### src/rtl/pipelined_addsub.sv
// WIDTH-bit add/subtract with carry-in, resolved one WIDTH/STAGES-bit slice per pipeline stage.
// Define ADDER_SAT_EN to clamp the sum to the signed range whenever ovf is set.
module pipelined_addsub #(
    parameter int WIDTH  = 16,
    parameter int STAGES = 4
) (
    input  logic             clk,
    input  logic             rst,
    input  logic             in_valid,
    output logic             in_ready,
    input  logic [WIDTH-1:0] a,
    input  logic [WIDTH-1:0] b,
    input  logic             cin,
    input  logic             sub,
    output logic             out_valid,
    input  logic             out_ready,
    output logic [WIDTH-1:0] sum,
    output logic             cout,
    output logic             ovf
);

    localparam int SW = WIDTH / STAGES;

    generate
        if (WIDTH < 2 || (WIDTH % STAGES) != 0) begin : g_bad_cfg
            $error("pipelined_addsub: WIDTH must be >= 2 and a multiple of STAGES");
        end
    endgenerate

    // One rank of pipeline state: skewed operands, incoming carry, finished low slices.
    typedef struct packed {
        logic [WIDTH-1:0] a;
        logic [WIDTH-1:0] b;
        logic             carry;
        logic [WIDTH-1:0] res;
    } rank_t;

    logic [STAGES-1:0] valid_q;
    rank_t             rank_q [STAGES];
    rank_t             nxt_w  [STAGES];
    rank_t             in_rank_w;
    logic [SW:0]       slice_w [STAGES];

    logic             out_valid_q;
    logic [WIDTH-1:0] sum_q;
    logic             cout_q;
    logic             ovf_q;
    logic [WIDTH-1:0] sum_d;
    logic             cout_d;
    logic             ovf_d;
    logic             msb_carry_w;
    logic             advance;

    // The whole pipeline moves only when the output slot is empty or being drained.
    assign advance  = !out_valid_q || out_ready;
    assign in_ready = advance;

    assign in_rank_w.a     = a;
    assign in_rank_w.b     = sub ? ~b : b;
    assign in_rank_w.carry = sub ? 1'b1 : cin;
    assign in_rank_w.res   = '0;

    // NOTE: every always_comb output is given a full default before any partial update,
    // so no path leaves a bit unassigned and no latch is inferred.
    always_comb begin
        for (int k = 0; k < STAGES; k++) begin
            nxt_w[k]   = rank_q[k];
            slice_w[k] = {1'b0, rank_q[k].a[k*SW +: SW]}
                       + {1'b0, rank_q[k].b[k*SW +: SW]}
                       + {{SW{1'b0}}, rank_q[k].carry};
            nxt_w[k].res[k*SW +: SW] = slice_w[k][SW-1:0];
            nxt_w[k].carry           = slice_w[k][SW];
        end
    end

    // Carry into the MSB recovered from the MSB's own sum and operand bits.
    always_comb begin
        msb_carry_w = nxt_w[STAGES-1].res[WIDTH-1]
                    ^ nxt_w[STAGES-1].a[WIDTH-1]
                    ^ nxt_w[STAGES-1].b[WIDTH-1];
        cout_d      = nxt_w[STAGES-1].carry;
        ovf_d       = cout_d ^ msb_carry_w;
        sum_d       = nxt_w[STAGES-1].res;
`ifdef ADDER_SAT_EN
        if (ovf_d) begin
            sum_d = nxt_w[STAGES-1].a[WIDTH-1] ? {1'b1, {(WIDTH-1){1'b0}}}
                                               : {1'b0, {(WIDTH-1){1'b1}}};
        end
`endif
    end

    // NOTE: sequential state uses non-blocking assignments so every register samples
    // pre-edge values regardless of statement order.
    always_ff @(posedge clk) begin
        if (rst) begin
            valid_q     <= '0;
            out_valid_q <= 1'b0;
            sum_q       <= '0;
            cout_q      <= 1'b0;
            ovf_q       <= 1'b0;
        end else if (advance) begin
            valid_q[0] <= in_valid;
            for (int k = 1; k < STAGES; k++) begin
                valid_q[k] <= valid_q[k-1];
            end
            out_valid_q <= valid_q[STAGES-1];
            if (valid_q[STAGES-1]) begin
                sum_q  <= sum_d;
                cout_q <= cout_d;
                ovf_q  <= ovf_d;
            end
        end
    end

    // NOTE: the operand/result ranks carry no reset; the valid bits alone decide
    // whether their contents mean anything.
    always_ff @(posedge clk) begin
        if (advance) begin
            rank_q[0] <= in_rank_w;
            for (int k = 1; k < STAGES; k++) begin
                rank_q[k] <= nxt_w[k-1];
            end
        end
    end

    assign out_valid = out_valid_q;
    assign sum       = sum_q;
    assign cout      = cout_q;
    assign ovf       = ovf_q;

endmodule

### config.mk
export PLATFORM = sky130hd
export DESIGN_NAME = pipelined_addsub
export DESIGN_NICKNAME = d
export VERILOG_FILES = /design/src/rtl/pipelined_addsub.sv
export SDC_FILE = /design/constraint.sdc
export NUM_CORES = 1
export LEC_CHECK = 0
export BUFFER_PORTS_ARGS = -buffer_cell sky130_fd_sc_hd__buf_4
export CORE_UTILIZATION = 45
export CTS_CLUSTER_DIAMETER = 120
export DETAILED_ROUTE_END_ITERATION = 16
export SYNTH_ARGS = -nofsm -noshare
export SYNTH_HDL_FRONTEND = slang
export SYNTH_SLANG_ARGS = --single-unit
### constraint.sdc
create_clock -name clk -period 3.4 [get_ports clk]
set_input_delay 0.68 -clock clk [delete_from_list [all_inputs] [get_ports clk]]
set_output_delay 0.68 -clock clk [all_outputs]
set_load 0.05 [all_outputs]
==> results of run 1 <==
[worst max-delay path by stage]
stage	from	to	cells past startpoint	slack (ns)
after floorplan	out_ready	cout	6	1.11
after global placement	out_ready	ovf	6	1.28
after detailed placement	out_ready	ovf	6	1.22
after CTS	rank_q[3][29]	ovf	6	1.32
after global routing	rank_q[3][29]	ovf	6	1.20
final	rank_q[3][29]	ovf	6	1.33
[power groups by stage]
| stage | Combinational (mW) | Sequential, mW | Clock, mW |
|---|---|---|---|
| finish | 0.256 | 2.02 | 1.78 |
| global route | 0.295 | 2.04 | 1.90 |
| CTS | 0.262 | 2.03 | 1.83 |
| detailed placement | 0.259 | 2.06 | 0 |
| global placement | 0.256 | 2.05 | 0 |
| floorplan | 0.166 | 2.05 | 0 |
[state kept, by name, indices dropped and copies added (netlist names)]
signal     flops
rank_q       108
sum           16
valid_q        4
cout           1
out_valid      1
ovf            1
[worst max-delay path: cells and delay by family, from the launching register on]
kind / cells / cell delay, ns
adder cells (fa/ha/maj): 2 / 0.90
flip-flops: 1 / 0.39
AO/OA/AOI/OAI: 2 / 0.34
AND/OR/NAND/NOR: 2 / 0.34
[metal layers]
| layer | track usage (%) | vias to the layer above | wire, um |
|---|---|---|---|
| met5 | 0 | - | 0 |
| li1 | - | 1173 | - |
| met2 | 19.6 | 64 | 3030 |
| met4 | 6.85 | 0 | 53 |
| met1 | 15.5 | 1071 | 2890 |
| met3 | 4.08 | 5 | 299 |
[cell families after synthesis]
kind of cell	count (synthesis)
xor gates and xnor gates	24
DFF	131
buffers and inverters	20
AOI/OAI and AO/OA	37
and+or+nand+nor	57
adders and majority gates	20
[Yosys cell counts (all sizes together) (7+ instances only)]
cell type	number	area share (%)
nand2	38	3.0
edfxtp	108	67
xnor2	7	1.3
xor2	17	3.1
ha	12	3.1
dfxtp	23	9.5
a21oi	24	2.5
inv	13	1.1
fa	8	3.3
[final cells by class]
type	instances	share of cell area, %
Sequential cell	131	62.0
Timing Repair Buffer	58	7.49
Clock inverter	12	2.74
Multi-Input combinational cell	138	17.0
Clock buffer	19	7.05
Inverter	13	0.858
Tap cell	136	2.85
==> flow_summary.toml, run 1 <==
[run_status]
outcome = "finished clean"

[critical_path]
timing.rr.start = "rank_q[3][29]"
cp_slowest_stage_delay_ns = 0.48
worst-path-max-fanout = 3
crit_path_end_kind = "flip-flop"
crit_arrival_ns = 2.47
crit_path_start_kind = "flip-flop"
critPathRequiredTime_ns = 3.80
rr_worst_depth = 6
crit_slowest_cell = "sky130_fd_sc_hd__fa_1"
path_cells = "fa_1 -> fa_1 -> nand3_1 -> and3_1 -> a211oi_2 -> o41ai_2"
critical_path.reg2reg.endpoint = "ovf"
setup.worst_path.class = "flip-flop to flip-flop"
reg2reg_setup_slack_ns = 1.33
worst_path_most_repeated_cell = "sky130_fd_sc_hd__fa_1"

[pwr]
design_power_total_mw = 4.07
power.share.switching_pct = 19.7
clkPwrFrac_pct = 43.9
combPwrFrac_pct = 6.3
static-leakage-power_nw = 2.38
pwr-share-seq_pct = 49.8
ir_drop_mv = 0.348
power.density_nw_per_um2 = 680
intPower_mw = 3.27
netSwitchingPower_uw = 799

[sta]
totalNegativeSetupSlack_ns = 0
fin_worst_hold_slack_ns = 0.356
clock-skew-final_ns = 0.00744
setup_viol_count_final = 0
report.final.slew_viol_count = 0
final_period_minus_worst_setup_slack_ns = 2.07
rsz0062_at_grt = "no"
timing.final.crit_share_pct = 60.8
finalHoldViolations = 0
timing.max_slew.rel_slack_pct = 59.9
timing.fmax_ghz = 0.484
worst-slew-pin-transition_ns = 0.602
fin_ws_ns = 1.33

[logic_synthesis]
netlist-cell-type-count = 34
synthAdderAreaFrac_pct = 6.43
syn_area_per_cell_um2 = 16.7
multiplexer_share_of_the_synthesized_area_pct = 0
synth_enable_flop_cells = 108
dominantRegCellSynth = "sky130_fd_sc_hd__edfxtp_1"
synth_compound_area_share_pct = 4.67
ys.warnings.count = 0
async_flop_share_pct = 0
synth.cell_area_um2 = 4830
seq_area_frac_synth_pct = 76.7
post_synth_xor_area_fraction_pct = 4.35
ys_ff_latch = 131
synthesis.instances = 289
dominant_combinational_cell_family_by_area_after_synthesis = "adder cells"
syn_nets = 347
synthesized_area_fraction_occupied_by_and_or_nand_nor_cells_pct = 5.65

[die]
coreArea_um2 = 10400
chipWidth_um = 106
floorplan.initialDensity_pct = 46.5
die_y_um = 106
fp.dieArea_um2 = 11100
row_count = 37
io_pins = 58

[clock_network]
tritoncts.num_buffers = 17
post_cts_hold_buffer_count = 0
cts_tree = "done"
post_cts_sizing = 0
cts_post_setup_buffers_inserted = 0
clock_sink_count = 131
cts_max_level = 4
clock_transition_at_path_regs_ns = 0.06
root_buffer = "sky130_fd_sc_hd__clkbuf_8"
clkLatencyLatePin_ns = 0.50
max-clock-path-buffers = 2

[route]
number_of_nets_with_antenna_violations_after_routing = 0
drt-total-wl_mm = 6.28
routed_wire_length_per_instance_um = 12.4
via_count = 2313
first_iter_violations = 111
vias_per_cell = 4.56
drc = 0
drt_first_pass_iters = 4

[place]
dp_hpwl_mm = 4.00
place_worst_setup_slack_ns = 1.22
gp_routability_congestion = 0.686
placement.cell_area_um2 = 5390
placed_cells = 476
placement.io_buffers = 57

[min_path]
worst_hold_path.num_cells = 1
worstHoldPathType = "input port to flip-flop"
hold_start = "a[1]"
worst_hold_path.endpoint = "rank_q[0][34]"

[cells_and_area]
fillCellCount = 827
area_of_the_multi_input_gates_um2 = 1020
insertedDiodeCount = 0
final_cell_mix = "108 x sky130_fd_sc_hd__edfxtp_1, 57 x sky130_fd_sc_hd__buf_4, 37 x sky130_fd_sc_hd__nand2_1, 24 x sky130_fd_sc_hd__a21oi_1, 23 x sky130_fd_sc_hd__dfxtp_1"
final_design_area_no_fill_um2 = 5980
post_route_cells_drive_above_1_share_pct = 25.1
non_filler_instance_count_after_layout = 507
most_common_cell_after_layout_fill_and_taps_aside = "sky130_fd_sc_hd__edfxtp_1"
layout.core_utilization_pct = 57.6
area_taken_by_flip_flops_and_latches_um2 = 3700
area.growth.synth_to_final_pct = 23.8
finalNetCount = 417

[global_route]
via_count_of_the_first_global_routing_pass = 2256
gr-total-overflow = 0
antenna_violations_before_repair = 0
pin_count_of_the_biggest_net_entering_global_routing = 115
grt_first_pass_wirelength_mm = 10.4
grtUsageTotal_pct = 12.5

[run]
timing.max_cap.violations = 0
No activity file was read; power rests on OpenSTA's default activity.
==> inputs of run 2 (changes only) <==
--- a/config.mk
+++ b/config.mk
@@ -9,6 +9,7 @@
 export CORE_UTILIZATION = 45
 export CTS_CLUSTER_DIAMETER = 120
 export DETAILED_ROUTE_END_ITERATION = 16
+export PLACE_DENSITY = 0.67
 export SYNTH_ARGS = -nofsm -noshare
 export SYNTH_HDL_FRONTEND = slang
 export SYNTH_SLANG_ARGS = --single-unit
==> constraint.sdc (replaced) <==
create_clock -name clk -period 1.9 [get_ports clk]
set_input_delay 0.38 -clock clk [delete_from_list [all_inputs] [get_ports clk]]
set_output_delay 0.38 -clock clk [all_outputs]
set_load 0.05 [all_outputs]
==> flow_summary.toml, run 2 (same netlist as run 1, synthesis figures left out) <==
[global_route]
gr-total-overflow = 0
pin_count_of_the_biggest_net_entering_global_routing = 53
antenna_violations_before_repair = 0
grt_first_pass_wirelength_mm = 11.0
via_count_of_the_first_global_routing_pass = 2398
grtUsageTotal_pct = 13.4

[die]
floorplan.initialDensity_pct = 46.5
coreArea_um2 = 10400
io_pins = 58
chipWidth_um = 106
die_y_um = 106
row_count = 37
fp.dieArea_um2 = 11100

[min_path]
worstHoldPathType = "input port to flip-flop"
worst_hold_path.endpoint = "rank_q[0][38]"
worst_hold_path.num_cells = 1
hold_start = "a[5]"

[pwr]
ir_drop_mv = 0.524
power.density_nw_per_um2 = 1140
static-leakage-power_nw = 2.37

[sta]
timing.max_slew.rel_slack_pct = 78.5
report.final.slew_viol_count = 0
worst-slew-pin-transition_ns = 0.322
fin_worst_hold_slack_ns = 0.0477
fin_ws_ns = -0.0385
rsz0062_at_grt = "yes"
timing.fmax_ghz = 0.516
clock-skew-final_ns = 0.00826
setup_viol_count_final = 1
finalHoldViolations = 0
timing.final.crit_share_pct = 102
final_period_minus_worst_setup_slack_ns = 1.94

[route]
first_iter_violations = 59
number_of_nets_with_antenna_violations_after_routing = 0
drt_first_pass_iters = 4
routed_wire_length_per_instance_um = 12.8
drt-total-wl_mm = 6.54
drc = 0
vias_per_cell = 4.56
via_count = 2330

[critical_path]
critical_path.reg2reg.endpoint = "ovf"
reg2reg_setup_slack_ns = -0.04
critPathRequiredTime_ns = 2.30
worst-path-max-fanout = 3
crit_arrival_ns = 2.34
timing.rr.start = "rank_q[3][29]"
crit_path_start_kind = "flip-flop"
rr_worst_depth = 6
setup.worst_path.class = "flip-flop to flip-flop"
crit_path_end_kind = "flip-flop"

[run_status]
outcome = "finished with violations"
violations = "setup timing"

[place]
placement.cell_area_um2 = 5420
gp_routability_congestion = 0.749
placed_cells = 477
placement.io_buffers = 57
dp_hpwl_mm = 4.20

[cells_and_area]
insertedDiodeCount = 0
non_filler_instance_count_after_layout = 511
largest_register_ffs = 108
max_flop_register = "rank_q"
most_common_cell_after_layout_fill_and_taps_aside = "sky130_fd_sc_hd__edfxtp_1"
fillCellCount = 855
area_taken_by_flip_flops_and_latches_um2 = 3700
final_design_area_no_fill_um2 = 5970
finalNetCount = 422
area_of_the_multi_input_gates_um2 = 1040
final_cell_mix = "108 x sky130_fd_sc_hd__edfxtp_1, 61 x sky130_fd_sc_hd__buf_4, 37 x sky130_fd_sc_hd__nand2_1, 23 x sky130_fd_sc_hd__a21oi_1, 22 x sky130_fd_sc_hd__dfxtp_1"
area.growth.synth_to_final_pct = 23.6
post_route_cells_drive_above_1_share_pct = 26.7

[clock_network]
cts_max_level = 4
post_cts_hold_buffer_count = 0
tritoncts.num_buffers = 17
clkLatencyLatePin_ns = 0.50
cts_tree = "done"
root_buffer = "sky130_fd_sc_hd__clkbuf_8"
clock_sink_count = 131
max-clock-path-buffers = 2
clock_transition_at_path_regs_ns = 0.05

[run]
timing.max_cap.violations = 0
-- run 2: how the worst max path moves through the flow --
stage	from	end
floorplan	out_valid	cout
global placement	rank_q[3][29]	ovf
detailed placement	rank_q[3][29]	ovf
CTS	rank_q[3][16]	ovf
global route	rank_q[3][29]	ovf
finish	rank_q[3][29]	ovf
-- run 2: stage by stage --
step	setup TNS, ns	setup slack, ns	utilization (%)	power [mW]
floorplan	-0.00973	-0.00973	-	3.96
global placement	-0.0280	-0.0280	52.2	4.12
detailed placement	-0.140	-0.140	52.2	4.16
CTS	-0.0265	-0.0265	57.2	6.92
global route	-0.0934	-0.0934	57.6	7.14
finish	-0.0385	-0.0385	57.6	6.83
-- run 2: power breakdown --
group | switching [mW] | internal, mW
Sequential | 0.110 | 3.51
Clock | 1.04 | 1.68
Combinational | 0.251 | 0.245
-- run 2: final cells by class --
class | instances | share of cell area, %
inverter | 13 | 0.943
clock inverter | 10 | 1.15
sequential | 131 | 62.1
multi-input combinational | 138 | 17.5
tap | 136 | 2.85
timing repair buffer | 63 | 8.34
clock buffer | 20 | 7.13
-- run 2: worst max-delay path, stage by stage (launching register included) --
cell and delay, ns:
sky130_fd_sc_hd__edfxtp_1 0.40, sky130_fd_sc_hd__fa_2 0.42, sky130_fd_sc_hd__fa_2 0.39, sky130_fd_sc_hd__nand3_4 0.11, sky130_fd_sc_hd__and3_4 0.19, sky130_fd_sc_hd__a211oi_2 0.04
sky130_fd_sc_hd__o41ai_2 0.29
-- run 2: what timing repair did --
action / CTS / global route
pin swaps: 2 / 1
buffers inserted: 0 / 4
setup endpoints to repair: 1 / 2
gates cloned: 0 / 0
gates resized for setup: 4 / 2
hold endpoints to repair: 0 / 0
-- run 2: per-layer routing --
layer	wire (um)	track usage [%]	vias to the layer above
met5	0	0	-
met4	101	7.94	0
met3	266	5.38	7
met2	3340	21.3	59
met1	2830	15.2	1076
li1	-	-	1188
==> inputs of run 3 (changes only) <==
--- a/config.mk
+++ b/config.mk
@@ -9,7 +9,8 @@
 export CORE_UTILIZATION = 45
 export CTS_CLUSTER_DIAMETER = 120
 export DETAILED_ROUTE_END_ITERATION = 16
-export PLACE_DENSITY = 0.67
+export GPL_ROUTABILITY_DRIVEN = 1
+export REMOVE_ABC_BUFFERS = 1
 export SYNTH_ARGS = -nofsm -noshare
 export SYNTH_HDL_FRONTEND = slang
 export SYNTH_SLANG_ARGS = --single-unit
==> constraint.sdc (replaced) <==
create_clock -name clk -period 1.8 [get_ports clk]
set_input_delay 0.36 -clock clk [delete_from_list [all_inputs] [get_ports clk]]
set_output_delay 0.36 -clock clk [all_outputs]
set_load 0.05 [all_outputs]
==> flow_summary.toml, run 3 (same netlist as run 1, synthesis figures left out) <==
[critical_path]
setup.worst_path.class = "flip-flop to flip-flop"
rr_worst_depth = 6
crit_arrival_ns = 2.31
reg2reg_setup_slack_ns = -0.10
startpoint_of_the_most_critical_setup_path = "rank_q[3][16]"
crit_path_end_kind = "flip-flop"
worst-path-max-fanout = 3
crit_path_start_kind = "flip-flop"
timing.rr.start = "rank_q[3][16]"
critPathRequiredTime_ns = 2.21
critical_path.reg2reg.endpoint = "ovf"
crit_path_end = "ovf"

[clock_network]
cts_tree = "done"
tritoncts.num_buffers = 17
cts_max_level = 4
root_buffer = "sky130_fd_sc_hd__clkbuf_8"
clock_transition_at_path_regs_ns = 0.06
max-clock-path-buffers = 2
clkLatencyLatePin_ns = 0.50
clock_sink_count = 131

[sta]
clock-skew-final_ns = 0.00750
timing.fmax_ghz = 0.526
fin_ws_ns = -0.102
rsz0062_at_grt = "yes"
timing.max_slew.rel_slack_pct = 75.3
report.final.slew_viol_count = 0
timing.final.crit_share_pct = 106
finalHoldViolations = 0
final_period_minus_worst_setup_slack_ns = 1.90
setup_viol_count_final = 1
worst-slew-pin-transition_ns = 0.369
fin_worst_hold_slack_ns = 0.0307

[die]
chipWidth_um = 106
die_y_um = 106
coreArea_um2 = 10400
io_pins = 58
fp.dieArea_um2 = 11100
row_count = 37
floorplan.initialDensity_pct = 46.5

[cells_and_area]
max_flop_register = "rank_q"
final_cell_mix = "108 x sky130_fd_sc_hd__edfxtp_1, 62 x sky130_fd_sc_hd__buf_4, 37 x sky130_fd_sc_hd__nand2_1, 24 x sky130_fd_sc_hd__a21oi_1, 23 x sky130_fd_sc_hd__dfxtp_1"
post_route_cells_drive_above_1_share_pct = 26.8
most_common_cell_after_layout_fill_and_taps_aside = "sky130_fd_sc_hd__edfxtp_1"
fillCellCount = 825
area_of_the_multi_input_gates_um2 = 1040
finalNetCount = 426
layout.core_utilization_pct = 58.5
area_taken_by_flip_flops_and_latches_um2 = 3700
area.growth.synth_to_final_pct = 25.6
largest_register_ffs = 108
insertedDiodeCount = 0
final_design_area_no_fill_um2 = 6060

[run]
timing.max_cap.violations = 0

[pwr]
static-leakage-power_nw = 2.41
power.density_nw_per_um2 = 1240
ir_drop_mv = 0.538
design_power_total_mw = 7.52

[place]
dp_hpwl_mm = 3.95
placement.cell_area_um2 = 5410
place_worst_setup_slack_ns = -0.251
gp_routability_congestion = 0.707
placement.io_buffers = 57

[route]
drt_first_pass_iters = 4
drt-total-wl_mm = 6.54
first_iter_violations = 91
drc = 0
vias_per_cell = 4.68
via_count = 2422
number_of_nets_with_antenna_violations_after_routing = 0
routed_wire_length_per_instance_um = 12.6

[global_route]
grtUsageTotal_pct = 13.2
via_count_of_the_first_global_routing_pass = 2405
pin_count_of_the_biggest_net_entering_global_routing = 66
gr-total-overflow = 0
antenna_violations_before_repair = 0
grt_first_pass_wirelength_mm = 10.7

[run_status]
outcome = "finished with violations"
violations = "setup timing"

[min_path]
worstHoldPathType = "input port to flip-flop"
==> run 3: changes by cell type in the layout (fill, tap and decap cells not counted), sizes merged <==
cell,delta
bufinv,-1
clkbuf,+11
dlygate4sd3,+4
clkinv,-8
==> run 3: through the flow <==
stage | setup TNS [ns] | cells
3_5_place_dp | -0.251 | 478
3_3_place_gp | -0.190 | 478
6_report | -0.102 | 517
4_1_cts | -0.104 | 514
2_1_floorplan | -17.94 | 282
5_1_grt | -0.189 | 517
==> run 3: how the worst min path moves through the flow <==
stage                   from       endpoint  slack, ns  depth (start not counted)
6_report                a[4]  rank_q[0][37]       0.03                          1
4_1_cts                 a[2]  rank_q[0][35]     0.0005                          1
3_5_place_dp   rank_q[0][24]  rank_q[1][24]       0.40                          0
2_1_floorplan  rank_q[0][21]  rank_q[1][21]       0.40                          0
5_1_grt                 a[1]  rank_q[0][34]      0.001                          1
3_3_place_gp    rank_q[2][5]   rank_q[3][5]       0.40                          0
==> run 3: metal layers <==
layer  vias up  wire, um  GRT usage, %
met3        13       252          4.33
met5         -         0             0
li1       1197         -             -
met4         0       132          8.93
met2        57      3360          22.0
met1      1155      2800          14.3
==> run 3: area by class of cell <==
cell class                      count  area share (%)
Clock buffer                       31            9.41
Multi-Input combinational cell    138            17.1
Inverter                           13           0.887
Timing Repair Buffer               67            8.67
Sequential cell                   131            61.1
Tap cell                          136            2.81
Clock inverter                      1          0.0825
==> run 3: repair_timing <==
action	CTS	global route
hold endpoints to repair	4	0
setup buffers	0	3
pin swaps	0	2
endpoints found under the setup margin	2	3
hold buffers	4	0
gates resized for setup	5	1
==> run 3: report_power, final <==
group | total, mW | leakage, nW | switching (mW) | internal (mW)
logic | 0.509 | 0.800 | 0.250 | 0.259
clock network | 3.20 | 0.282 | 1.11 | 2.09
registers | 3.81 | 1.33 | 0.109 | 3.70
total | 7.52 | 2.41 | 1.47 | 6.05
==> run 3: critical path, stage by stage (launching register included) <==
cell,delay (ns)
sky130_fd_sc_hd__edfxtp_1,0.40
sky130_fd_sc_hd__fa_2,0.42
sky130_fd_sc_hd__fa_2,0.38
sky130_fd_sc_hd__nand3_2,0.11
sky130_fd_sc_hd__a21oi_1,0.09
sky130_fd_sc_hd__o211a_1,0.23
sky130_fd_sc_hd__o41ai_2,0.18
